`src/rtl/rob_multi_pkg.sv`:
```
// -----------------------------------------------------------------------------
// rob_multi_pkg
// Shared types and defaults for the multi-issue reorder buffer.
//   rob_alloc_t  : per-slot allocation payload from rename
//   rob_commit_t : per-slot retire payload to free list / store buffer
//   rob_entry_t  : one ROB storage entry (status bits + resolved target + payload)
// PC and physical-register widths are fixed here because the packed struct
// layouts depend on them.
// -----------------------------------------------------------------------------
package rob_multi_pkg;

  localparam int ROB_ENTRY_DEF    = 16;
  localparam int ISSUE_WIDTH_DEF  = 2;
  localparam int COMMIT_WIDTH_DEF = 2;
  localparam int NUM_WB_DEF       = 4;
  localparam int ROB_PC_W         = 16;
  localparam int ROB_PREG_W       = 6;

  typedef struct packed {
    logic [ROB_PC_W-1:0]   pc;
    logic                  w_v;
    logic                  is_store;
    logic                  is_branch;
    logic [ROB_PREG_W-1:0] alloc_reg;
    logic [ROB_PREG_W-1:0] freed_reg;
  } rob_alloc_t;

  typedef struct packed {
    logic                  w_v;
    logic                  is_store;
    logic [ROB_PREG_W-1:0] alloc_reg;
    logic [ROB_PREG_W-1:0] freed_reg;
  } rob_commit_t;

  typedef struct packed {
    logic                valid;
    logic                done;
    logic                mispred;
    logic [ROB_PC_W-1:0] target;
    rob_alloc_t          info;
  } rob_entry_t;

  localparam int ALLOC_W  = $bits(rob_alloc_t);
  localparam int COMMIT_W = $bits(rob_commit_t);

  function automatic rob_commit_t to_commit(input rob_alloc_t a);
    rob_commit_t c;
    c.w_v       = a.w_v;
    c.is_store  = a.is_store;
    c.alloc_reg = a.alloc_reg;
    c.freed_reg = a.freed_reg;
    return c;
  endfunction

endpackage

```
`src/rtl/rob_multi_commit_sel.sv`:
```
// -----------------------------------------------------------------------------
// rob_commit_sel
// Combinational scan of the COMMIT_WIDTH entries starting at the ROB head.
// A slot retires while every older slot in the window retired, was not a
// mispredicted branch and was not a store (one store per cycle).
//   win_i          : head window, slot 0 = oldest
//   commit_valid_o : retiring slots, contiguous from bit 0
//   retire_cnt_o   : number of retiring slots
//   sb_pop_o       : a retiring slot is a store
//   flush_o        : a retiring slot is a mispredicted branch
//   redirect_pc_o  : resolved target of that branch
// -----------------------------------------------------------------------------
module rob_commit_sel
  import rob_multi_pkg::*;
#(
  parameter int COMMIT_WIDTH = COMMIT_WIDTH_DEF,
  parameter int CNT_W        = 5
) (
  input  rob_entry_t [COMMIT_WIDTH-1:0] win_i,
  output logic       [COMMIT_WIDTH-1:0] commit_valid_o,
  output logic       [CNT_W-1:0]        retire_cnt_o,
  output logic                          sb_pop_o,
  output logic                          flush_o,
  output logic       [ROB_PC_W-1:0]     redirect_pc_o
);

  localparam logic [CNT_W-1:0] CNT_ONE = CNT_W'(1);

  logic scan_run;

  always_comb begin
    // NOTE: every variable written here gets a default first, so no path leaves it unassigned (no latch).
    commit_valid_o = '0;
    retire_cnt_o   = '0;
    sb_pop_o       = 1'b0;
    flush_o        = 1'b0;
    redirect_pc_o  = '0;
    scan_run       = 1'b1;
    for (int k = 0; k < COMMIT_WIDTH; k++) begin
      if (scan_run && win_i[k].valid && win_i[k].done) begin
        commit_valid_o[k] = 1'b1;
        retire_cnt_o      = retire_cnt_o + CNT_ONE;
        if (win_i[k].info.is_store) begin
          sb_pop_o = 1'b1;
          scan_run = 1'b0;
        end
        if (win_i[k].mispred) begin
          flush_o       = 1'b1;
          redirect_pc_o = win_i[k].target;
          scan_run      = 1'b0;
        end
      end else begin
        scan_run = 1'b0;
      end
    end
  end

endmodule

```
`src/rtl/rob_multi.sv`:
```
// -----------------------------------------------------------------------------
// rob_multi
// Multi-issue reorder buffer: ISSUE_WIDTH allocations, NUM_WB writebacks and
// COMMIT_WIDTH in-order retirements per cycle. A retiring mispredicted branch
// commits itself and squashes every younger entry.
//   clk_i, reset_i  : clock, synchronous active-low reset
//   alloc_*         : rename-side allocation (valid, payload, ready, tags)
//   wb_*            : completion bus (valid, tag, mispredict, correct target)
//   commit_*        : retire slots to free list; sb_pop_o to the store buffer
//   flush_o         : younger entries squashed, redirect_pc_o to the front end
//   count_o         : occupied entries
// -----------------------------------------------------------------------------
module rob_multi
  import rob_multi_pkg::*;
#(
  parameter int ROB_ENTRY    = ROB_ENTRY_DEF,
  parameter int ISSUE_WIDTH  = ISSUE_WIDTH_DEF,
  parameter int COMMIT_WIDTH = COMMIT_WIDTH_DEF,
  parameter int NUM_WB       = NUM_WB_DEF,
  parameter int PC_W         = ROB_PC_W,
  parameter int PREG_W       = ROB_PREG_W,
  parameter int TAG_W        = $clog2(ROB_ENTRY)
) (
  input  logic                             clk_i,
  input  logic                             reset_i,
  input  logic [ISSUE_WIDTH-1:0]           alloc_valid_i,
  input  logic [ISSUE_WIDTH*ALLOC_W-1:0]   alloc_entry_i,
  output logic                             alloc_ready_o,
  output logic [ISSUE_WIDTH*TAG_W-1:0]     alloc_tag_o,
  input  logic [NUM_WB-1:0]                wb_valid_i,
  input  logic [NUM_WB*TAG_W-1:0]          wb_tag_i,
  input  logic [NUM_WB-1:0]                wb_mispred_i,
  input  logic [NUM_WB*PC_W-1:0]           wb_target_i,
  output logic [COMMIT_WIDTH-1:0]          commit_valid_o,
  output logic [COMMIT_WIDTH*COMMIT_W-1:0] commit_entry_o,
  output logic                             sb_pop_o,
  output logic                             flush_o,
  output logic [PC_W-1:0]                  redirect_pc_o,
  output logic [TAG_W:0]                   count_o
);

  localparam logic [TAG_W:0] CNT_ONE = (TAG_W+1)'(1);

  rob_entry_t       entries_q [ROB_ENTRY];
  rob_entry_t       entries_d [ROB_ENTRY];
  logic [TAG_W-1:0] head_q, head_d, tail_q, tail_d;
  logic [TAG_W:0]   count_q, count_d;

  rob_entry_t [COMMIT_WIDTH-1:0] win;
  logic [COMMIT_WIDTH-1:0]       sel_valid;
  logic [TAG_W:0]                n_ret, n_alloc;
  logic                          sel_sb_pop, sel_flush, flush_act;
  logic [PC_W-1:0]               sel_redirect;
  logic [TAG_W-1:0]              wb_idx, alloc_idx;

  always_comb begin
    for (int k = 0; k < COMMIT_WIDTH; k++) win[k] = entries_q[head_q + TAG_W'(k)];
  end

  rob_commit_sel #(
    .COMMIT_WIDTH (COMMIT_WIDTH),
    .CNT_W        (TAG_W + 1)
  ) u_commit_sel (
    .win_i          (win),
    .commit_valid_o (sel_valid),
    .retire_cnt_o   (n_ret),
    .sb_pop_o       (sel_sb_pop),
    .flush_o        (sel_flush),
    .redirect_pc_o  (sel_redirect)
  );

  // Retire-side outputs are held at zero while reset is asserted so a reset
  // in mid-stream never leaks a commit to the free list or store buffer.
  assign flush_act      = sel_flush & reset_i;
  assign commit_valid_o = reset_i ? sel_valid : '0;
  assign sb_pop_o       = sel_sb_pop & reset_i;
  assign flush_o        = flush_act;
  assign redirect_pc_o  = flush_act ? sel_redirect : '0;
  assign count_o        = count_q;

  // Readiness uses the registered count: slots freed by this cycle's commit
  // are not reusable until next cycle.
  assign alloc_ready_o = (int'(count_q) <= ROB_ENTRY - ISSUE_WIDTH) && !flush_act;

  always_comb begin
    for (int k = 0; k < ISSUE_WIDTH; k++) alloc_tag_o[k*TAG_W +: TAG_W] = tail_q + TAG_W'(k);
    for (int k = 0; k < COMMIT_WIDTH; k++)
      commit_entry_o[k*COMMIT_W +: COMMIT_W] = commit_valid_o[k] ? to_commit(win[k].info) : '0;
  end

  always_comb begin
    entries_d = entries_q;
    n_alloc   = '0;
    wb_idx    = '0;
    alloc_idx = '0;

    // Highest port first so the lowest port index wins a same-tag collision.
    // Validity is checked on registered state: an entry allocated this cycle
    // cannot be written back until the next one.
    for (int p = NUM_WB - 1; p >= 0; p--) begin
      wb_idx = wb_tag_i[p*TAG_W +: TAG_W];
      if (wb_valid_i[p] && entries_q[wb_idx].valid && !entries_q[wb_idx].done) begin
        entries_d[wb_idx].done    = 1'b1;
        entries_d[wb_idx].mispred = wb_mispred_i[p];
        entries_d[wb_idx].target  = wb_target_i[p*PC_W +: PC_W];
      end
    end

    for (int k = 0; k < COMMIT_WIDTH; k++) begin
      if (commit_valid_o[k]) begin
        entries_d[head_q + TAG_W'(k)].valid = 1'b0;
        entries_d[head_q + TAG_W'(k)].done  = 1'b0;
      end
    end

    // Retired entries are already cleared, so clearing everything leaves
    // exactly the younger entries squashed; this also drops same-cycle writebacks.
    if (flush_act) begin
      for (int i = 0; i < ROB_ENTRY; i++) begin
        entries_d[i].valid = 1'b0;
        entries_d[i].done  = 1'b0;
      end
    end

    for (int k = 0; k < ISSUE_WIDTH; k++) begin
      if (alloc_ready_o && alloc_valid_i[k]) begin
        alloc_idx                    = tail_q + TAG_W'(k);
        entries_d[alloc_idx].valid   = 1'b1;
        entries_d[alloc_idx].done    = 1'b0;
        entries_d[alloc_idx].mispred = 1'b0;
        entries_d[alloc_idx].target  = '0;
        entries_d[alloc_idx].info    = rob_alloc_t'(alloc_entry_i[k*ALLOC_W +: ALLOC_W]);
        n_alloc                      = n_alloc + CNT_ONE;
      end
    end

    head_d = head_q + n_ret[TAG_W-1:0];
    if (flush_act) begin
      tail_d  = head_d;
      count_d = '0;
    end else begin
      tail_d  = tail_q + n_alloc[TAG_W-1:0];
      count_d = count_q + n_alloc - n_ret;
    end
  end

  always_ff @(posedge clk_i) begin
    if (!reset_i) begin
      head_q  <= '0;
      tail_q  <= '0;
      count_q <= '0;
      // NOTE: only the valid/done bits of the storage array are reset; the payload is don't-care until allocated.
      for (int i = 0; i < ROB_ENTRY; i++) begin
        entries_q[i].valid <= 1'b0;
        entries_q[i].done  <= 1'b0;
      end
    end else begin
      // NOTE: sequential state uses non-blocking assignments so every register samples pre-edge values.
      head_q    <= head_d;
      tail_q    <= tail_d;
      count_q   <= count_d;
      entries_q <= entries_d;
    end
  end

endmodule

```
`config.mk`:
```
export PLATFORM = sky130hd
export DESIGN_NAME = rob_multi
export DESIGN_NICKNAME = d
export VERILOG_FILES = /design/src/rtl/rob_multi_pkg.sv /design/src/rtl/rob_multi_commit_sel.sv /design/src/rtl/rob_multi.sv
export SDC_FILE = /design/constraint.sdc
export NUM_CORES = 2
export LEC_CHECK = 0
export CAP_MARGIN = 40
export CELL_PAD_IN_SITES_DETAIL_PLACEMENT = 0
export CELL_PAD_IN_SITES_GLOBAL_PLACEMENT = 1
export CORE_MARGIN = 3
export CORE_UTILIZATION = 25
export DETAILED_ROUTE_END_ITERATION = 8
export HOLD_SLACK_MARGIN = 0.05
export PLACE_DENSITY_LB_ADDON = 0.1
export RECOVER_POWER = 50
export SLEW_MARGIN = 10
export SYNTH_ARGS = -nofsm -noshare
export SYNTH_HDL_FRONTEND = slang
export SYNTH_SLANG_ARGS = --single-unit
```
`constraint.sdc`:
```
create_clock -name clk_i -period 7.4 [get_ports clk_i]
set_clock_uncertainty 0.15 [all_clocks]
set_input_delay 2.22 -clock clk_i [delete_from_list [all_inputs] [get_ports clk_i]]
set_output_delay 2.22 -clock clk_i [all_outputs]
set_load 0.05 [all_outputs]
```
==> metrics.cfg <==
[finish]
nNetsFinal=4356
area_growth_pct=19.6
drive_gt1_frac=0.215
fin_util=0.302
stdcell_count=6464

[detailed_routing]
drt-total-wl_mm=261
drt-initial-drc-count=5993
wl_per_cell_um=40.3
num_vias=41100
drc=0
detail-route-antenna-nets=0
firstDrtPassIters=9
vias_per_cell=6.36

[die]
dieArea_mm2=0.174
core_area_mm2=0.168
die_width_um=418
io_pins=216
start_util=0.252
die_h_um=418
rows=150

[timing]
fmax_mhz=137
hold_violations=0
setup_viol=0
worst_pin_slew_ns=3.16
layout_min_cycle_time_ns=7.28
slew_headroom=-1.11
finalCritPeriodShare=0.983
drv_slew=137

[global_routing]
grt_pass1_vias=38400
antenna_found_initial=31
grt_max_degree=124
track_usage=0.288
grt-ovfl-total=0
grt_pass1_wl_mm=349

[clock_network]
clkLatencyLatePin_ns=0.70
clk_path_buf_depth=3
clk_pin_slew_ns=0.06
cts_hold_buf=0
cts_sinks=541
cts_tree=yes
htree_levels=3
cts_setup_buffers=0
cts_resized=5
cts-root-buf=clkbuf_16
numCtsBuffers=77

[worst_setup_path]
cp_slowest_cell=dfxtp_4
path_class=reg -> out
r2r-start=head_q[0]
path_cells=buf_16 -> mux4_2 -> a22o_1 -> nor2_1 -> o31ai_1 -> buf_4 -> or3_1 -> clkinv_1 -> buf_4 -> and2_1 -> buf_4
max_stage_delay_ns=0.67
worstSetupStartpointType=flip-flop
endpoint_kind=output port
path_max_fanout=104
required_ns=5.03
crit_start=head_q[0]
crit_path_frequent_cell=buf_4
critPathArrivalTime_ns=4.91

[place]
gp_congestion=0.853
place_inst=6299
port_buffers=181
dpl.hpwl_mm=162

[flow_run]
cap_viol_max_count=2

[power_and_ir_drop]
power_density_mw_per_mm2=211
cellLeakagePower_uw=0.0170
irDropWorstVdd_mv=0.163
finalPower_uw=10700

[synth]
ys.flop_type=edfxtp_1
ys_types=86
netlist.area_leader.share=0.352
ys_warn_count=0
yosysTopAreaCell=edfxtp_1
ys_seq_elements=541
synth.top_cells.by_area=edfxtp_1, mux4_2, nor2_1
ys_async_sr_fraction=0
syn_area_mm2=0.0423
ys_seq_area_frac=0.373
synth_edf_count=496
avgSynthCellArea_um2=10.1
syn_inst=4190
synth_nets=4372

[outcome]
violations=capacitance limit, slew limit
status=finished, violations left

[hold_path]
min-delay-start=entries_q[99]
hold_class=reg -> reg

per-layer routing:
| layer | GRT usage | wire (um) |
|---|---|---|
| met4 | 0.105 | 10100 |
| met1 | 0.405 | 111000 |
| met2 | 0.426 | 113000 |
| met5 | 0 | 44 |
| met3 | 0.0729 | 26400 |
per-stage QoR:
stage	cell area (um2)	setup slack [ns]	hold WS, ns	setup TNS (ns)
3_5_place_dp	48200	0.459	0.345	0
4_1_cts	50600	0.0462	0.353	0
5_1_grt	50600	-0.00865	0.385	-0.0111
2_1_floorplan	42300	0.983	0.316	0
6_report	50600	0.124	0.350	0
3_3_place_gp	47100	0.438	0.340	0
final timing paths:
path              slack (ns)  depth (start not counted)                 end
setup / recovery        0.12                         11  commit_entry_o[24]
hold / removal          0.35                          2       entries_q[99]
setup reg to reg        1.62                         13      entries_q[692]
hold reg to reg         0.35                          2       entries_q[99]
cell usage after synthesis, drive strengths merged, types with 56 or more instances:
master / count
mux4: 330
mux2i: 157
a32oi: 171
nor3: 147
a22oi: 108
edfxtp: 496
a31oi: 92
nand2: 359
a21oi: 297
o21ai: 96
nor2: 518
buf: 162
clkbuf: 380
o22ai: 101
mux2: 56
o211ai: 73
nor4: 57
final cells by class:
| type | count | area, um2 |
|---|---|---|
| Clock inverter | 36 | 256 |
| Multi-Input combinational cell | 3072 | 24600 |
| Timing Repair Buffer | 447 | 4930 |
| Antenna cell | 22 | 55.1 |
| Tap cell | 2204 | 2760 |
| Inverter | 35 | 134 |
| Sequential cell | 541 | 15800 |
| Fill cell | 17400 | 117000 |
| Clock buffer | 107 | 2110 |
sequential cells by signal, summed over array words and instances, names as in the netlist:
register   cells
count_o        5
entries_q    528
head_q         4
tail_q         4
worst max-delay path: cells and delay by family, from the launching register on:
family / cells / cell delay (ns)
AND/OR/NAND/NOR: 3 / 1.01
flip-flops: 1 / 0.67
AO/OA/AOI/OAI: 2 / 0.35
multiplexers: 1 / 0.64
buffers and inverters: 5 / 1.42
cell families (layout without fill, tap and decap cells):
group / Yosys count / after routing / share of synthesized area
other cells: 0 / 22 / 0
xor+xnor: 13 / 13 / 0.00313
fa+ha+maj: 28 / 28 / 0.00898
simple gates: 1347 / 1347 / 0.146
flops: 541 / 541 / 0.373
mux: 543 / 543 / 0.228
compound gates: 1141 / 1141 / 0.187
buf+inv: 577 / 625 / 0.0543
layout by cell type, fill, tap and decap left out, drive strengths merged, types with 8 or more instances in the layout:
master,instances
a211oi,40
a21oi,297
a221o,17
a222oi,49
a22oi,108
a31oi,92
a32oi,171
and2,46
and3,21
buf,310
clkbuf,114
clkdlybuf4s50,130
clkinv,36
dfxtp,45
diode,22
edfxtp,496
ha,24
inv,33
mux2,56
mux2i,157
mux4,330
nand2,359
nand2b,9
nand3,52
nand4,22
nor2,518
nor2b,45
nor3,147
nor3b,12
nor4,57
o211a,17
o211ai,73
o21ai,96
o221ai,17
o22a,18
o22ai,101
or2,9
or3,10
or4,11
xnor2,8
power breakdown:
part           switching, uW  internal [uW]
combinational           1650           1140
sequential               338           3880
clock                   1660           2040
total                   3650           7060
Power figures use the tool's default switching activity.
